### config.mk
export PLATFORM = sky130hd
export DESIGN_NAME = tick_monitor
export DESIGN_NICKNAME = d
export VERILOG_FILES = /design/src/rtl/tick_monitor_pkg.sv /design/src/rtl/rise_detect.sv /design/src/rtl/tick_monitor.sv
export SDC_FILE = /design/constraint.sdc
export NUM_CORES = 1
export LEC_CHECK = 0
export CAP_MARGIN = 15
export CORE_MARGIN = 3
export CORE_UTILIZATION = 25
export CTS_BUF_LIST = sky130_fd_sc_hd__clkbuf_4 sky130_fd_sc_hd__clkbuf_8
export DETAILED_ROUTE_END_ITERATION = 16
export PLACE_DENSITY_LB_ADDON = 0.25
export SLEW_MARGIN = 0
export SYNTH_ARGS = -nofsm -noshare
export SYNTH_HDL_FRONTEND = slang
export SYNTH_SLANG_ARGS = --single-unit
### constraint.sdc
create_clock -name clock -period 4.6 [get_ports clock]
set_clock_uncertainty 0.05 [all_clocks]
set_input_delay 0.46 -clock clock [delete_from_list [all_inputs] [get_ports clock]]
set_output_delay 0.46 -clock clock [all_outputs]
set_load 0.01 [all_outputs]
### src/rtl/tick_monitor_pkg.sv
// Shared types and timebase constants for the tick monitor and its generator.
package tick_monitor_pkg;

  typedef enum logic [1:0] {
    SEARCH  = 2'd0,
    ACQUIRE = 2'd1,
    LOCKED  = 2'd2
  } tm_state_t;

  localparam int unsigned TICK_PERIOD_SIM   = 5;
  localparam int unsigned TICK_PERIOD_50MHZ = 25000000;

endpackage

### src/rtl/rise_detect.sv
// Single-register rising-edge detector for slow strobes; a held-high input yields one pulse.
module rise_detect (
  input  logic clock,
  input  logic rst,
  input  logic in,
  output logic rise
);

  logic r_q;

  always_ff @(posedge clock) begin
    if (rst) r_q <= 1'b0;
    else     r_q <= in;
  end

  assign rise = in & ~r_q;

endmodule

### src/rtl/tick_monitor.sv
// Measures edge-to-edge interval of the periodic tick and reports lock, period and early/late errors.
module tick_monitor
  import tick_monitor_pkg::*;
#(
  parameter int unsigned CNT_W      = 32,
  parameter int unsigned EXP_PERIOD = TICK_PERIOD_SIM,
  parameter int unsigned TOL        = 0,
  parameter int unsigned LOCK_COUNT = 3
) (
  input  logic             clock,
  input  logic             rst,
  input  logic             tick,
  input  logic             clear_err,
  output logic             locked,
  output logic [CNT_W-1:0] period,
  output logic             early_err,
  output logic             late_err,
  output logic [7:0]       err_count
);

  localparam int unsigned GC_W = $clog2(LOCK_COUNT + 1);
  // Bounds carry one extra bit so HI+1 cannot wrap at the counter width.
  localparam logic [CNT_W:0] LO  = (CNT_W+1)'(EXP_PERIOD - TOL);
  localparam logic [CNT_W:0] HI  = (CNT_W+1)'(EXP_PERIOD + TOL);
  localparam logic [CNT_W:0] TMO = HI + 1'b1;
  localparam logic [GC_W-1:0] GC_MAX = GC_W'(LOCK_COUNT);

  logic             w_rise;
  logic [CNT_W-1:0] r_since, w_m;
  logic [CNT_W:0]   w_mx;
  tm_state_t        r_state, w_state_nx;
  logic [GC_W-1:0]  r_good, w_good_nx;
  logic [CNT_W-1:0] r_period, w_period_nx;
  logic             r_early, r_late, w_early_nx, w_late_nx, w_err;
  logic [7:0]       r_err_cnt;

  rise_detect u_rise (
    .clock (clock),
    .rst   (rst),
    .in    (tick),
    .rise  (w_rise)
  );

  assign w_m  = (&r_since) ? r_since : r_since + 1'b1;
  assign w_mx = {1'b0, w_m};

  always_comb begin
    w_state_nx  = r_state;
    w_good_nx   = r_good;
    w_period_nx = r_period;
    w_early_nx  = 1'b0;
    w_late_nx   = 1'b0;
    if (w_rise) begin
      if (r_state == SEARCH) begin
        w_state_nx = ACQUIRE;
        w_good_nx  = '0;
      end else begin
        w_period_nx = w_m;
        if (w_mx < LO) begin
          w_early_nx = 1'b1;
          w_good_nx  = '0;
          w_state_nx = ACQUIRE;
        end else if (w_mx > HI) begin
          w_late_nx  = 1'b1;
          w_good_nx  = '0;
          w_state_nx = ACQUIRE;
        end else begin
          if (r_good != GC_MAX) w_good_nx = r_good + 1'b1;
          if (w_good_nx == GC_MAX) w_state_nx = LOCKED;
        end
      end
    end else if (r_state != SEARCH && w_mx == TMO) begin
      // Missing tick: fall back to SEARCH so the timeout fires only once.
      w_late_nx  = 1'b1;
      w_good_nx  = '0;
      w_state_nx = SEARCH;
    end
  end

  assign w_err = w_early_nx | w_late_nx;

  always_ff @(posedge clock) begin
    if (rst) begin
      r_state   <= SEARCH;
      r_good    <= '0;
      r_since   <= '0;
      r_period  <= '0;
      r_early   <= 1'b0;
      r_late    <= 1'b0;
      r_err_cnt <= 8'd0;
    end else begin
      r_state  <= w_state_nx;
      r_good   <= w_good_nx;
      r_period <= w_period_nx;
      r_early  <= w_early_nx;
      r_late   <= w_late_nx;
      if (w_rise)        r_since <= '0;
      else if (~&r_since) r_since <= r_since + 1'b1;
      if (clear_err)                      r_err_cnt <= {7'd0, w_err};
      else if (w_err && r_err_cnt != 8'hFF) r_err_cnt <= r_err_cnt + 8'd1;
    end
  end

  assign locked    = (r_state == LOCKED);
  assign period    = r_period;
  assign early_err = r_early;
  assign late_err  = r_late;
  assign err_count = r_err_cnt;

endmodule

======== After elaboration in Yosys (flattened, before gate mapping) ========
Cells that the tools add are included.
cells by class
  reductions and logical operators ........ 11
  muxes and demuxes ....................... 26
  add/sub/neg operators ................... 3
  equal/unequal tests ..................... 6
  bitwise logic cells ..................... 4
  magnitude comparators ................... 2
operators with widths
  operator               count
  $add 32x1->32 const B  1
  $eq 32x3->1 const B    1
  $gt 32x3->1 const B    1
  $lt 32x3->1 const B    1
  $mux 32                1
  $reduce_and 32->1      1
  $mux 2                 15
  $mux 1                 10
  $add 8x1->8 const B    1
  $ne 8x8->1 const B     1
  $reduce_bool 2->1      3
  $ne 5x5->1 const B     1
  $eq 2x2->1 const B     2
  $reduce_and 2->1       2
  $reduce_or 2->1        2
  $add 2x1->2 const B    1
  $logic_and 1x1->1      2
  $logic_not 2->1        1
  $ne 2x2->1 const B     1
  $not 1->1              2
  $and 1x1->1            1
  $or 1x1->1             1
storage, ports and cells
  logic and storage cells ................. 61
  flip-flop bits (word level) ............. 79
  bits of input ports ..................... 4
  output and inout port bits .............. 43

======== Depth between registers and ports, before layout ========
Gate-level depths: netlist of the first run.
  word-level depth ........................ 13
  depth in mapped cells ................... 14
  gate-level depth less buffers ........... 11

======== Cells and area by module ========
Synthesis of the first run repeated with hierarchy kept, for this count alone.
unflattened totals
  cell total of the unflattened synthesis .. 482
  area, all modules ....................... 4,055.1 um^2
modules (own cells, without submodules)
  module        area an instance (um^2)  sequential area each (um^2)  times used  cells an instance
  tick_monitor  4,007.6                  1,561.5                      1           479
  rise_detect   47.5                     20.0                         1           3

======== Worst setup path after synthesis of the first run ========
Ideal clock, no wire load.
  kind .................................... reg-to-reg
  from .................................... register r_since[1]
  to ...................................... register r_err_cnt[2] (netlist: err_count[2])
  stages on the path, launching flop included .. 13
  data arrival time ....................... 3,348 ps
  slack ................................... 1,133 ps
  path buffers ............................ 1
  required time ........................... 4,480 ps
  period minus slack after synthesis ...... 3,467 ps
  path through ............................ dfxtp_1 > ha_1 > nand4_2 > nor4_1 > mux2i_1 > mux2i_1 > or3_4 > nor4_4 > nand4b_1 > a21o_1 > buf_6 > or4_1 > a21oi_1
between the ends
  cells in the longest elaborated chain, start to end .. 9
  elaborated cells on any way between the ends .. 17
ends and longest elaborated chain
  what                                                       RTL line             source
  start: declaration                                         tick_monitor.sv:29   logic [CNT_W-1:0] r_since, w_m;
  start signal: assignment                                   tick_monitor.sv:98   else if (~&r_since) r_since <= r_since + 1'b1;
  $add 32x1->32 / $reduce_and 32->1 (equally long branches)  tick_monitor.sv:44   assign w_m = (&r_since) ? r_since : r_since + 1'b1;
  $mux 32 *                                                  n/a
  $gt 32x3->1                                                tick_monitor.sv:63   end else if (w_mx > HI) begin
  $mux 1                                                     tick_monitor.sv:63
  $mux 1                                                     tick_monitor.sv:59   if (w_mx < LO) begin
  $mux 1                                                     tick_monitor.sv:54   if (r_state == SEARCH) begin
  $mux 1                                                     tick_monitor.sv:53   if (w_rise) begin
  $or 1x1->1 *                                               tick_monitor.sv:80   assign w_err = w_early_nx | w_late_nx;
  $logic_and 1x1->1 *                                        tick_monitor.sv:100  else if (w_err && r_err_cnt != 8'hFF) r_err_cnt <= r_err_cnt + 8'd1;
  end signal: assignment                                     tick_monitor.sv:99   if (clear_err) r_err_cnt <= {7'd0, w_err};
  end signal: assignment                                     tick_monitor.sv:100
  end: declaration                                           tick_monitor.sv:35   logic [7:0] r_err_cnt;
Every way passes the cells marked *; elsewhere a longest branch is shown, timed or not.
A chain may end at the register's enable or synchronous reset.

======== Worst setup path after layout of the first run ========
  from .................................... register r_since[1]
  to ...................................... register r_err_cnt[3] (netlist: err_count[3])
The elaborated chain is that of the path after synthesis.

==> impl_metrics.env, run 1 <==
export IMPL_status="completed"
export IMPL_p_leak_nw=1.64
export IMPL_routed_top_layer="met4"
export IMPL_tightest_slew_ps=746
export IMPL_synth_area_um2=4230
export IMPL_critical_path_max_stage_delay_ps=540
export IMPL_post_route_drc_count=0
export IMPL_max_clock_freq_mhz=243
export IMPL_track_usage_pct=13.3
export IMPL_finalHoldViolations=0
export IMPL_fp_dieW_um=136
export IMPL_cts_tree="built"
export IMPL_cts_sinks=79
export IMPL_period_share_pct=89.3
export IMPL_wl_met3_um=638
export IMPL_synth_edf_count=0
export IMPL_ir_drop_mv=0.149
export IMPL_synth_fp_nets=500
export IMPL_drtIter0Drc=241
export IMPL_cts_resized=0
export IMPL_drt_pre_antenna_iters=4
export IMPL_numCtsBuffers=9
export IMPL_worstHoldPathCells=2
export IMPL_r2r_start="r_since[1]$_SDFF_PP0_"
export IMPL_ys_seq_area_share_pct=37.4
export IMPL_p_int_mw=1.05
export IMPL_wl_per_cell_um=15.8
export IMPL_drive_above_1_share_pct=11.8
export IMPL_p_sw_share_pct=23.5
export IMPL_seqPwrFrac_pct=51.6
export IMPL_die_y_um=136
export IMPL_relSlewSlack_pct=50.1
export IMPL_grt_pass1_wl_mm=19.2
export IMPL_clkTransAtPathRegs_ps=90
export IMPL_fin_crit_ps=4110
export IMPL_p_comb_share_pct=7.2
export IMPL_r2r_setup_slack_ps=490
export IMPL_reg2reg_depth=11
export IMPL_crit_fanout=13
export IMPL_syn_inst=494
export IMPL_area_delta_synth_final_pct=19.6
export IMPL_ys_flop_type="dfxtp_1"
export IMPL_hpwl_mm=8.75
export IMPL_final_setup_worst_slack_ps=491
export IMPL_start_util_pct=26.1
export IMPL_clk_latency_ps=370
export IMPL_synthArstFlopShare_pct=0
export IMPL_pwr_share_clk_pct=41.2
export IMPL_grt_overflow_total=0
export IMPL_num_vias=3748
export IMPL_wl_met1_mm=5.78
export IMPL_hold_start="r_good[0]$_SDFFE_PP0P_"
export IMPL_antenna_left=0
export IMPL_setup_violations_final=0
export IMPL_wl_mm=11.9
export IMPL_num_rows=46
export IMPL_end_kind="flip-flop"
export IMPL_grt_setup_unrepaired="no"
export IMPL_fin_tns_setup_ps=0
export IMPL_pin_count=47
export IMPL_cp_data_arrival_time_ps=4360
export IMPL_avgSynthCellArea_um2=8.56
export IMPL_grt_pass1_vias=3604
export IMPL_viasPerCell=4.98
export IMPL_cts_max_level=3
export IMPL_antenna_found_initial=0
export IMPL_postCtsHoldBufs=0
export IMPL_ys_types=68
export IMPL_die_area_um2=18500
export IMPL_portBuffers=46
export IMPL_start_kind="flip-flop"
export IMPL_power_density_nw_per_um2=271
export IMPL_cts_root_buffer="clkbuf_8"
export IMPL_postCtsSetupRepairBufs=0
export IMPL_fillers=1712
export IMPL_reg2reg_to="err_count[3]$_SDFFE_PP0P_"
export IMPL_post_route_util_pct=31.2
export IMPL_post_place_ws_ps=541
export IMPL_core_um2=16200
export IMPL_final_cells=752
export IMPL_maxCapViolCount=0
export IMPL_grt_max_degree=53
export IMPL_route_met2_wl_mm=5.22
export IMPL_hold_end="r_good[0]$_SDFFE_PP0P_"
export IMPL_crit_slowest_cell="nor4_4"
export IMPL_crit_chain="ha_1 > nand4_2 > nor4_4 > and3_1 > or3_1 > o211ai_1 > a2111oi_4 > nand4b_1 > a21o_1 > or4_1 > a21oi_1"
export IMPL_critPathKind="reg2reg"
export IMPL_hold_path_class="reg2reg"
export IMPL_placed_cells=736
export IMPL_clock_path_buffers=2
export IMPL_gp_congestion=0.922
export IMPL_cp_data_required_time_ps=4850
export IMPL_synth_seq_cells=79
export IMPL_slew_viol_final=0
export IMPL_nNetsFinal=537
export IMPL_p_switching_uw=323
export IMPL_synth_warnings=0
export IMPL_antennaDiodeCount=0
==> power groups by stage <==
| stage | Combinational [mW] | Clock (mW) | Sequential [mW] |
|---|---|---|---|
| 6_report | 0.0986 | 0.566 | 0.708 |
| 5_1_grt | 0.109 | 0.612 | 0.710 |
| 4_1_cts | 0.100 | 0.584 | 0.708 |
| 3_5_place_dp | 0.100 | 0 | 0.724 |
| 3_3_place_gp | 0.0994 | 0 | 0.724 |
| 2_1_floorplan | 0.0519 | 0 | 0.729 |
==> state kept, by name, indices dropped and copies added, names as in the netlist <==
register	flops
period	32
r_since	32
err_count	8
r_good	2
r_state	2
early_err	1
late_err	1
u_rise.r_q	1
==> stage by stage <==
stage / total power [mW] / hold WS, ps / instance area (um^2)
2_1_floorplan: 0.781 / 391 / 4230
3_3_place_gp: 0.823 / 402 / 4840
3_5_place_dp: 0.824 / 425 / 4840
4_1_cts: 1.39 / 436 / 5060
5_1_grt: 1.43 / 468 / 5060
6_report: 1.37 / 431 / 5060
==> critical path: cells and delay by family (launching register included) <==
family                     cells  cell delay, ps
adders and majority gates      1             300
DFF                            1             420
and+or+nand+nor                6            2210
AOI/OAI and AO/OA              4            1050
==> cells by family after synthesis <==
family                   Yosys count  share of synthesized area (%)
flip-flops                        79                           37.4
AO/OA/AOI/OAI                     96                           16.7
buffers and inverters             38                           5.47
AND/OR/NAND/NOR                  248                           33.2
XOR/XNOR                          23                           4.76
adder cells (fa/ha/maj)            2                          0.591
multiplexers                       8                           1.89
==> cell usage after synthesis, types with 6 or more instances <==
library cell / instances / share of area [%]
nor2_1: 91 / 8.1
or3_1: 6 / 0.89
nand3_1: 18 / 2.1
and3_1: 8 / 1.2
nand4_1: 12 / 1.8
inv_1: 7 / 0.62
a211oi_1: 27 / 4.8
xnor2_1: 15 / 3.1
mux2i_1: 8 / 1.9
or4_1: 7 / 1.2
o31ai_1: 6 / 1.1
dfxtp_1: 79 / 37
nor3_1: 17 / 2.0
nand2_1: 25 / 2.2
xor2_1: 8 / 1.7
a21oi_1: 24 / 2.8
clkbuf_1: 15 / 1.3
o21ai_0: 8 / 0.95
nor4_1: 7 / 1.0
buf_6: 7 / 1.9
==> layer usage <==
metal / vias to the layer above / track usage, %
met4: 0 / 6.10
li1: 1879 / -
met3: 15 / 2.92
met1: 1768 / 18.3
met2: 86 / 20.0
met5: - / 0
==> how the worst max path moves through the flow <==
| stage | from | to |
|---|---|---|
| 6_report | r_since[1]$_SDFF_PP0_ | err_count[3]$_SDFFE_PP0P_ |
| 3_3_place_gp | r_since[16]$_SDFF_PP0_ | err_count[5]$_SDFFE_PP0P_ |
| 4_1_cts | r_since[16]$_SDFF_PP0_ | err_count[3]$_SDFFE_PP0P_ |
| 2_1_floorplan | r_since[1]$_SDFF_PP0_ | err_count[2]$_SDFFE_PP0P_ |
| 5_1_grt | r_since[16]$_SDFF_PP0_ | err_count[5]$_SDFFE_PP0P_ |
| 3_5_place_dp | r_since[16]$_SDFF_PP0_ | err_count[3]$_SDFFE_PP0P_ |
==> cell type report <==
type / instances / area (um^2) / share of cell area (%)
Clock inverter: 2 / 37.5 / 0.742
Clock buffer: 14 / 180 / 3.56
Multi-Input combinational cell: 377 / 2420 / 47.9
Tap cell: 216 / 270 / 5.34
Timing Repair Buffer: 57 / 543 / 10.7
Inverter: 7 / 26.3 / 0.519
Sequential cell: 79 / 1580 / 31.2
==> cell usage in the layout (no fill, tap or decap), types with 11 or more instances in the layout <==
master and n:
a211oi_1 27, clkbuf_8 12, clkdlybuf4s50_1 46, nand4_1 12, buf_4 11, nor3_1 17, dfxtp_1 79, a21oi_1 24
xnor2_1 15, nor2_1 91, nand3_1 18, nand2_1 25
(Power assumes the default switching activity.)
==> run 2: changes to the inputs <==
- DONT_BUFFER_PORTS: not set -> 1
==> impl_metrics.env, run 2 (same netlist as run 1, synthesis figures left out) <==
export IMPL_status="completed"
export IMPL_ir_drop_mv=0.134
export IMPL_end_kind="flip-flop"
export IMPL_hold_path_class="in2reg"
export IMPL_portBuffers=0
export IMPL_num_vias=3598
export IMPL_hold_worst_slack_ps=130
export IMPL_relSlewSlack_pct=60.2
export IMPL_top_usage_layer="met2"
export IMPL_tightest_slew_ps=594
export IMPL_final_cells=708
export IMPL_cts_resized=0
export IMPL_area_delta_synth_final_pct=9.85
export IMPL_clock_path_buffers=2
export IMPL_critPathKind="reg2reg"
export IMPL_fin_tns_setup_ps=0
export IMPL_numCtsBuffers=9
export IMPL_reg2reg_depth=11
export IMPL_maxCapViolCount=0
export IMPL_cts_sinks=79
export IMPL_antenna_left=0
export IMPL_grtUsageMet2_pct=18.8
export IMPL_grt_overflow_total=0
export IMPL_num_rows=46
export IMPL_finalHoldViolations=0
export IMPL_start_util_pct=26.1
export IMPL_drtIter0Drc=200
export IMPL_placed_cells=692
export IMPL_postCtsSetupRepairBufs=0
export IMPL_gp_congestion=0.900
export IMPL_antennaDiodeCount=0
export IMPL_power_density_nw_per_um2=305
export IMPL_period_share_pct=90.2
export IMPL_slew_viol_final=0
export IMPL_post_place_ws_ps=480
export IMPL_clkTransAtPathRegs_ps=90
export IMPL_drt_pre_antenna_iters=4
export IMPL_hpwl_mm=8.58
export IMPL_final_common_cell="nor2_1"
export IMPL_p_leak_nw=1.51
export IMPL_grt_max_degree=54
export IMPL_worstHoldPathCells=1
export IMPL_drive_above_1_share_pct=13.2
export IMPL_grt_setup_unrepaired="no"
export IMPL_start_kind="flip-flop"
export IMPL_fin_crit_ps=4150
export IMPL_cp_data_arrival_time_ps=4400
export IMPL_postCtsHoldBufs=0
export IMPL_viasPerCell=5.08
export IMPL_antenna_found_initial=0
export IMPL_nNetsFinal=493
export IMPL_post_route_util_pct=28.6
export IMPL_post_route_drc_count=0
export IMPL_final_cell_area_um2=4650
export IMPL_grtUsageMet1_pct=17.6
export IMPL_wl_mm=11.6
export IMPL_cts_max_level=3
export IMPL_finalPower_mw=1.42
export IMPL_fp_dieW_um=136
export IMPL_core_um2=16200
export IMPL_most_common_layout_cells="nor2_1 (91), dfxtp_1 (79), a211oi_1 (27)"
export IMPL_place_area_um2=4400
export IMPL_wl_per_cell_um=16.3
export IMPL_grt_pass1_wl_mm=18.6
export IMPL_track_usage_pct=13.0
export IMPL_grtUsageMet3_pct=3.74
export IMPL_max_clock_freq_mhz=241
export IMPL_final_setup_worst_slack_ps=450
export IMPL_die_y_um=136
export IMPL_cp_data_required_time_ps=4850
export IMPL_setup_violations_final=0
export IMPL_crit_fanout=13
export IMPL_cts_root_buffer="clkbuf_8"
export IMPL_clk_latency_ps=370
export IMPL_grt_pass1_vias=3289
export IMPL_pin_count=47
export IMPL_cts_tree="built"
export IMPL_die_area_um2=18500
==> run 2: changes by cell type in the layout (fill, tap and decap cells not counted), sizes merged <==
cell / change
clkdlybuf4s50: -46
clkbuf: -3
buf: +2
bufinv: +2
clkinv: +1
clkinvlp: -1
inv: +1
==> run 2: final timing paths <==
kind | startpoint | endpoint | slack [ps]
worst min register to register | r_good[0]$_SDFFE_PP0P_ | r_good[0]$_SDFFE_PP0P_ | 410
worst max register to register | r_since[1]$_SDFF_PP0_ | err_count[3]$_SDFFE_PP0P_ | 450
worst min-delay path | rst | r_state[0]$_SDFFE_PP0P_ | 130
worst max-delay path | r_since[1]$_SDFF_PP0_ | err_count[3]$_SDFFE_PP0P_ | 450
==> run 2: cell type report <==
| class | count | area, um^2 |
|---|---|---|
| Timing Repair Buffer | 13 | 97.6 |
| Tap cell | 216 | 270 |
| Clock inverter | 5 | 104 |
| Multi-Input combinational cell | 377 | 2420 |
| Inverter | 7 | 26.3 |
| Clock buffer | 11 | 145 |
| Fill cell | 1741 | 11600 |
| Sequential cell | 79 | 1580 |
==> run 2: power by group <==
group | internal [mW] | switching (mW)
Combinational | 0.0197 | 0.0369
Sequential | 0.699 | 0.0174
Clock | 0.383 | 0.263
Total | 1.10 | 0.318
==> run 2: worst max-delay path, cell delays in order, from the launching register on <==
cell       delay, ps
dfxtp_1          430
ha_1             280
nand4_2          310
nor2_1           480
and4_2           350
mux2i_1          420
o2111ai_1        240
nor4_4           370
nand4b_1         150
a21o_1           340
or4_1            510
a21oi_1          150
==> run 2: metal layers <==
| metal | share of wire (%) | vias to the layer above | routed length (um) |
|---|---|---|---|
| li1 | - | 1788 | - |
| met1 | 49 | 1723 | 5640 |
| met2 | 43 | 71 | 5010 |
| met3 | 5.5 | 16 | 634 |
| met4 | 2.3 | 0 | 267 |
| met5 | 0 | - | 0 |
==> edit 1 (flow settings as in run 2) <==
Set the parameter `CNT_W` to 64 (it was 32).
--- a/src/rtl/tick_monitor.sv
+++ b/src/rtl/tick_monitor.sv
@@ -2,7 +2,7 @@
 module tick_monitor
   import tick_monitor_pkg::*;
 #(
-  parameter int unsigned CNT_W      = 32,
+  parameter int unsigned CNT_W      = 64,
   parameter int unsigned EXP_PERIOD = TICK_PERIOD_SIM,
   parameter int unsigned TOL        = 0,
   parameter int unsigned LOCK_COUNT = 3
Ports: changed (resized period); port bits go from 47 to 79. The function was not compared with the original's and may differ.
==> edit 1 against run 2 <==
  * Setup slack worse by 0.21 ns
  * Power grew 75%
  * Cell area increased by 80%
  * Via count increased by 85%
  * Highest routed layer unchanged
  * Synthesized area is 70% higher
  * Sequential cell count increased by 64
  * Routed wire length grew 120%
  * Fmax down 4.8%
  * Worst hold slack worse by 0.079 ns
==> edit 1: results (changes against run 2) <==
INFO  metric outcome = finished clean
INFO  metric cts.repair.resized = 1 (+1)
INFO  metric post-dp-hpwl = 19.03 mm (+120%)
INFO  metric wirelength_met1 = 11.75 mm (+110%)
INFO  metric hold_buffers = 2 (+2)
INFO  metric first_pass_grt_wire_length = 39.34 mm (+110%)
INFO  metric worst_path_largest_cell_delay = 0.73 ns (+0.22 ns)
INFO  metric worst_pin_slew = 0.9514 ns (+0.3570 ns)
INFO  metric yosys.area_share.xor_xnor = 5.951% (+1.2 points)
INFO  metric multi_input_comb_area = 4073 um^2 (+68%)
INFO  metric clk_share = 4.969% (-0.39 points)
INFO  metric grt_util_met3 = 4.237% (+0.50 points)
INFO  metric power_switching_share = 25.23% (+2.9 points)
INFO  metric finish.net_count = 913 (+85%)
INFO  metric gp_routability_congestion = 0.9390 (+4.3%)
INFO  metric place.detailed.instances = 1264 (+83%)
INFO  metric synth.distinct_cells = 72 (+5.9%)
INFO  metric total_leakage_power = 0.002774 uW (+84%)
INFO  metric globalRouteMet2Util = 26.07% (+7.2 points)
INFO  metric global_route.usage.total = 16.39% (+3.4 points)
INFO  metric synth.top_cells.by_count = nor2_1, dfxtp_1, a211oi_1, nand2_1, nand4_1
INFO  metric layout.non_clock_inverters = 12 (+5)
INFO  metric synth.area.top_cells = dfxtp_1, nor2_1, a211oi_1
INFO  metric syn_area = 7212 um^2 (+70%)
INFO  metric routedWlPerCell = 19.53 um (+20%)
==> edit 1: worst paths after layout <==
kind,to,slack [ns],depth (start not counted)
worst max-delay path,r_state[1],0.24,12
worst min-delay path,period[56],0.05,1
worst max register to register,r_state[1],0.24,12
worst min register to register,period[16],0.46,2
==> edit 1: power by group through the flow <==
stage          registers (uW)  clock network (uW)  logic [uW]
2_1_floorplan            1320                   0        87.2
3_3_place_gp             1330                   0        95.9
3_5_place_dp             1330                   0        96.3
4_1_cts                  1300                1120         102
5_1_grt                  1310                1180         117
6_report                 1300                1090         101
==> edit 1: worst register-to-register path, cell delays in order, from the launching register on <==
cell and delay [ns]:
dfxtp_1 0.49, nand3_2 0.22, or4_1 0.73, nor3_2 0.53, o21ai_2 0.13, xnor2_1 0.19, a2111oi_2 0.53, and4_1 0.33
nand3_1 0.19, buf_4 0.21, nor3_4 0.30, nand4_1 0.22, a21oi_1 0.18
==> edit 2 (config.mk and constraints of run 2) <==
Made on the original files. Register the inputs `tick` and `clear_err` before use, without a reset. The logic sees them one clock later.
--- a/src/rtl/tick_monitor.sv
+++ b/src/rtl/tick_monitor.sv
@@ -25,6 +25,14 @@
   localparam logic [CNT_W:0] TMO = HI + 1'b1;
   localparam logic [GC_W-1:0] GC_MAX = GC_W'(LOCK_COUNT);
 
+  logic tick_q;
+  logic clear_err_q;
+
+  always_ff @(posedge clock) begin
+    tick_q      <= tick;
+    clear_err_q <= clear_err;
+  end
+
   logic             w_rise;
   logic [CNT_W-1:0] r_since, w_m;
   logic [CNT_W:0]   w_mx;
@@ -37,7 +45,7 @@
   rise_detect u_rise (
     .clock (clock),
     .rst   (rst),
-    .in    (tick),
+    .in    (tick_q),
     .rise  (w_rise)
   );
 
@@ -96,7 +104,7 @@
       r_late   <= w_late_nx;
       if (w_rise)        r_since <= '0;
       else if (~&r_since) r_since <= r_since + 1'b1;
-      if (clear_err)                      r_err_cnt <= {7'd0, w_err};
+      if (clear_err_q)                      r_err_cnt <= {7'd0, w_err};
       else if (w_err && r_err_cnt != 8'hFF) r_err_cnt <= r_err_cnt + 8'd1;
     end
   end
Behaviour: not the same (Yosys sat finds a counterexample within 4 cycles, from zero or initial values and one cycle with rst high).
==> edit 2 against run 2 <==
  * Sequential power up 3.2%
  * Routed wire length up 2.4%
  * Setup slack worse by 0.13 ns
  * Critical path depth unchanged
  * Fmax down 3.1%
  * Clock power down 29%
  * Synthesized area down 3.5%
  * Cell area down 5.4%
  * Largest power group unchanged
  * Critical endpoint is now err_count[4]
  * Critical path type unchanged
  * Sequential cell count up 2
  * First-iteration DRC count up 11%
  * Non-clock buffer count down 6
  * Worst hold slack worse by 0.075 ns
  * Power down 12%
==> edit 2: results (changes against run 2) <==
INFO  metric outcome = finished clean
INFO  metric synth.area.top_cells = dfxtp_1, nor2_1, a211oi_1
INFO  metric cts_buffers = 9 (unchanged)
INFO  metric synthAdderAreaFrac = 0.6127% (+0.021 points)
INFO  metric power_switching_share = 24.13% (+1.8 points)
INFO  metric fillerInstances = 1750 (+0.52%)
INFO  metric worst_pin_slew = 0.8242 ns (+0.2298 ns)
INFO  metric clk_pin_slew_worst_paths = 0.08 ns
INFO  metric hold-path-cell-count = 0 (-1)
INFO  metric peakVddDrop = 103.6 uV (-23%)
INFO  metric cts_setup_buffers = 0 (unchanged)
INFO  metric largest_net_degree_at_the_start_of_global_routing = 44 (-19%)
INFO  metric final-instance-count-excl-fill = 688 (-2.8%)
INFO  metric timing.hold.worst.start = clear_err
INFO  metric drive_gt1_share = 8.686% (-4.5 points)
INFO  metric grt_util_met3 = 4.051% (+0.31 points)
INFO  metric syn_nets = 491 (-1.8%)
INFO  metric drt_first_pass_iters = 5 (+1)
INFO  metric first_global_vias = 3404 (+3.5%)
INFO  metric global_route.usage.total = 13.56% (+0.61 points)
INFO  metric synth.distinct_cells = 65 (-4.4%)
INFO  metric place.detailed.instances = 674 (-2.6%)
INFO  metric routed_wirelength = 11.82 mm (+2.4%)
INFO  metric cts.root.buffer_cell = clkbuf_8
INFO  metric total_leakage_power = 0.001408 uW (-6.5%)
INFO  metric synth_compound_gate_area_share = 18.41% (+1.8 points)
INFO  metric min_to = clear_err_q
INFO  metric placement.cell_area = 4239 um^2 (-3.6%)
INFO  metric syn_area_cell = 8.420 um^2 (-1.7%)
INFO  metric ys.flop_type = dfxtp_1
INFO  metric initialDrtViolationCount = 222 (+11%)
INFO  metric num_antenna_cells = 0 (unchanged)
INFO  metric crit_path_top_delay_cell = or4_1
INFO  metric critPathMaxFanout = 14 (+1)
INFO  metric r2r_start = r_since[0]
INFO  metric muxShareOfSynthArea = 0.2451% (-1.6 points)
INFO  metric finish.net_count = 475 (-3.7%)
INFO  metric first_pass_grt_wire_length = 19.34 mm (+3.9%)
INFO  metric placement.setup.worst_slack = 0.4080 ns (-0.07169 ns)
INFO  metric groute.layer.met1.usage = 18.55% (+0.92 points)
INFO  metric globalRouteMet2Util = 20.10% (+1.3 points)
INFO  metric synth.top_cells.by_count = nor2_1, dfxtp_1, a211oi_1, nand2_1, a21oi_1
INFO  metric r2r_slack = 0.32 ns (-0.13 ns)
INFO  metric arrival = 4.54 ns (+0.14 ns)
INFO  metric post-dp-hpwl = 8.641 mm (+0.72%)
INFO  metric worstSkewPairLatency = 0.37 ns (about the same)
INFO  metric postLayoutCellArea = 4398 um^2 (-5.4%)
INFO  metric period_minus_slack = 4.281 ns (+0.1309 ns)
INFO  metric worstSetupEndpoint = err_count[4]
INFO  metric viasPerCell = 5.198 (+2.3%)
INFO  metric hold_ws = 0.05455 ns (-0.07537 ns)
INFO  metric ys_seq_area_share = 39.71% (+2.3 points)
INFO  metric gp_routability_congestion = 0.8856 (-1.6%)
INFO  metric yosys.area_share.xor_xnor = 6.189% (+1.4 points)
INFO  metric clock_path_buffers = 2 (unchanged)
-- edit 2: changes by cell type after synthesis, moves of 6 or more --
cell     before  now
and4_1        0    7
xor2_1        8   15
mux2i_1       8    1
buf_6         7    1
nand4_1      12   21
buf_2         4   11
-- edit 2: power groups by stage --
stage	logic (uW)	clock network [uW]	registers, uW
after floorplan	48.7	0	750
after global placement	53.7	0	756
after detailed placement	54.6	0	756
after CTS	55.0	482	740
after global routing	63.0	507	742
final	53.6	461	739
-- edit 2: layout make-up --
cell class | count | area share (%)
inverters | 8 | 0.6828
flip-flops and latches | 81 | 36.87
well taps | 216 | 6.145
repair buffers | 7 | 1.195
multi-input cells | 362 | 51.49
clock inverters | 1 | 0.1138
clock buffers | 13 | 3.499
-- edit 2: per-layer routing --
layer	wire, um	part of all wire, %	up-vias
li1	-	-	1754
met1	5579	47	1716
met2	5367	45	89
met3	660	5.6	17
met4	217	1.8	0
met5	0	0	-
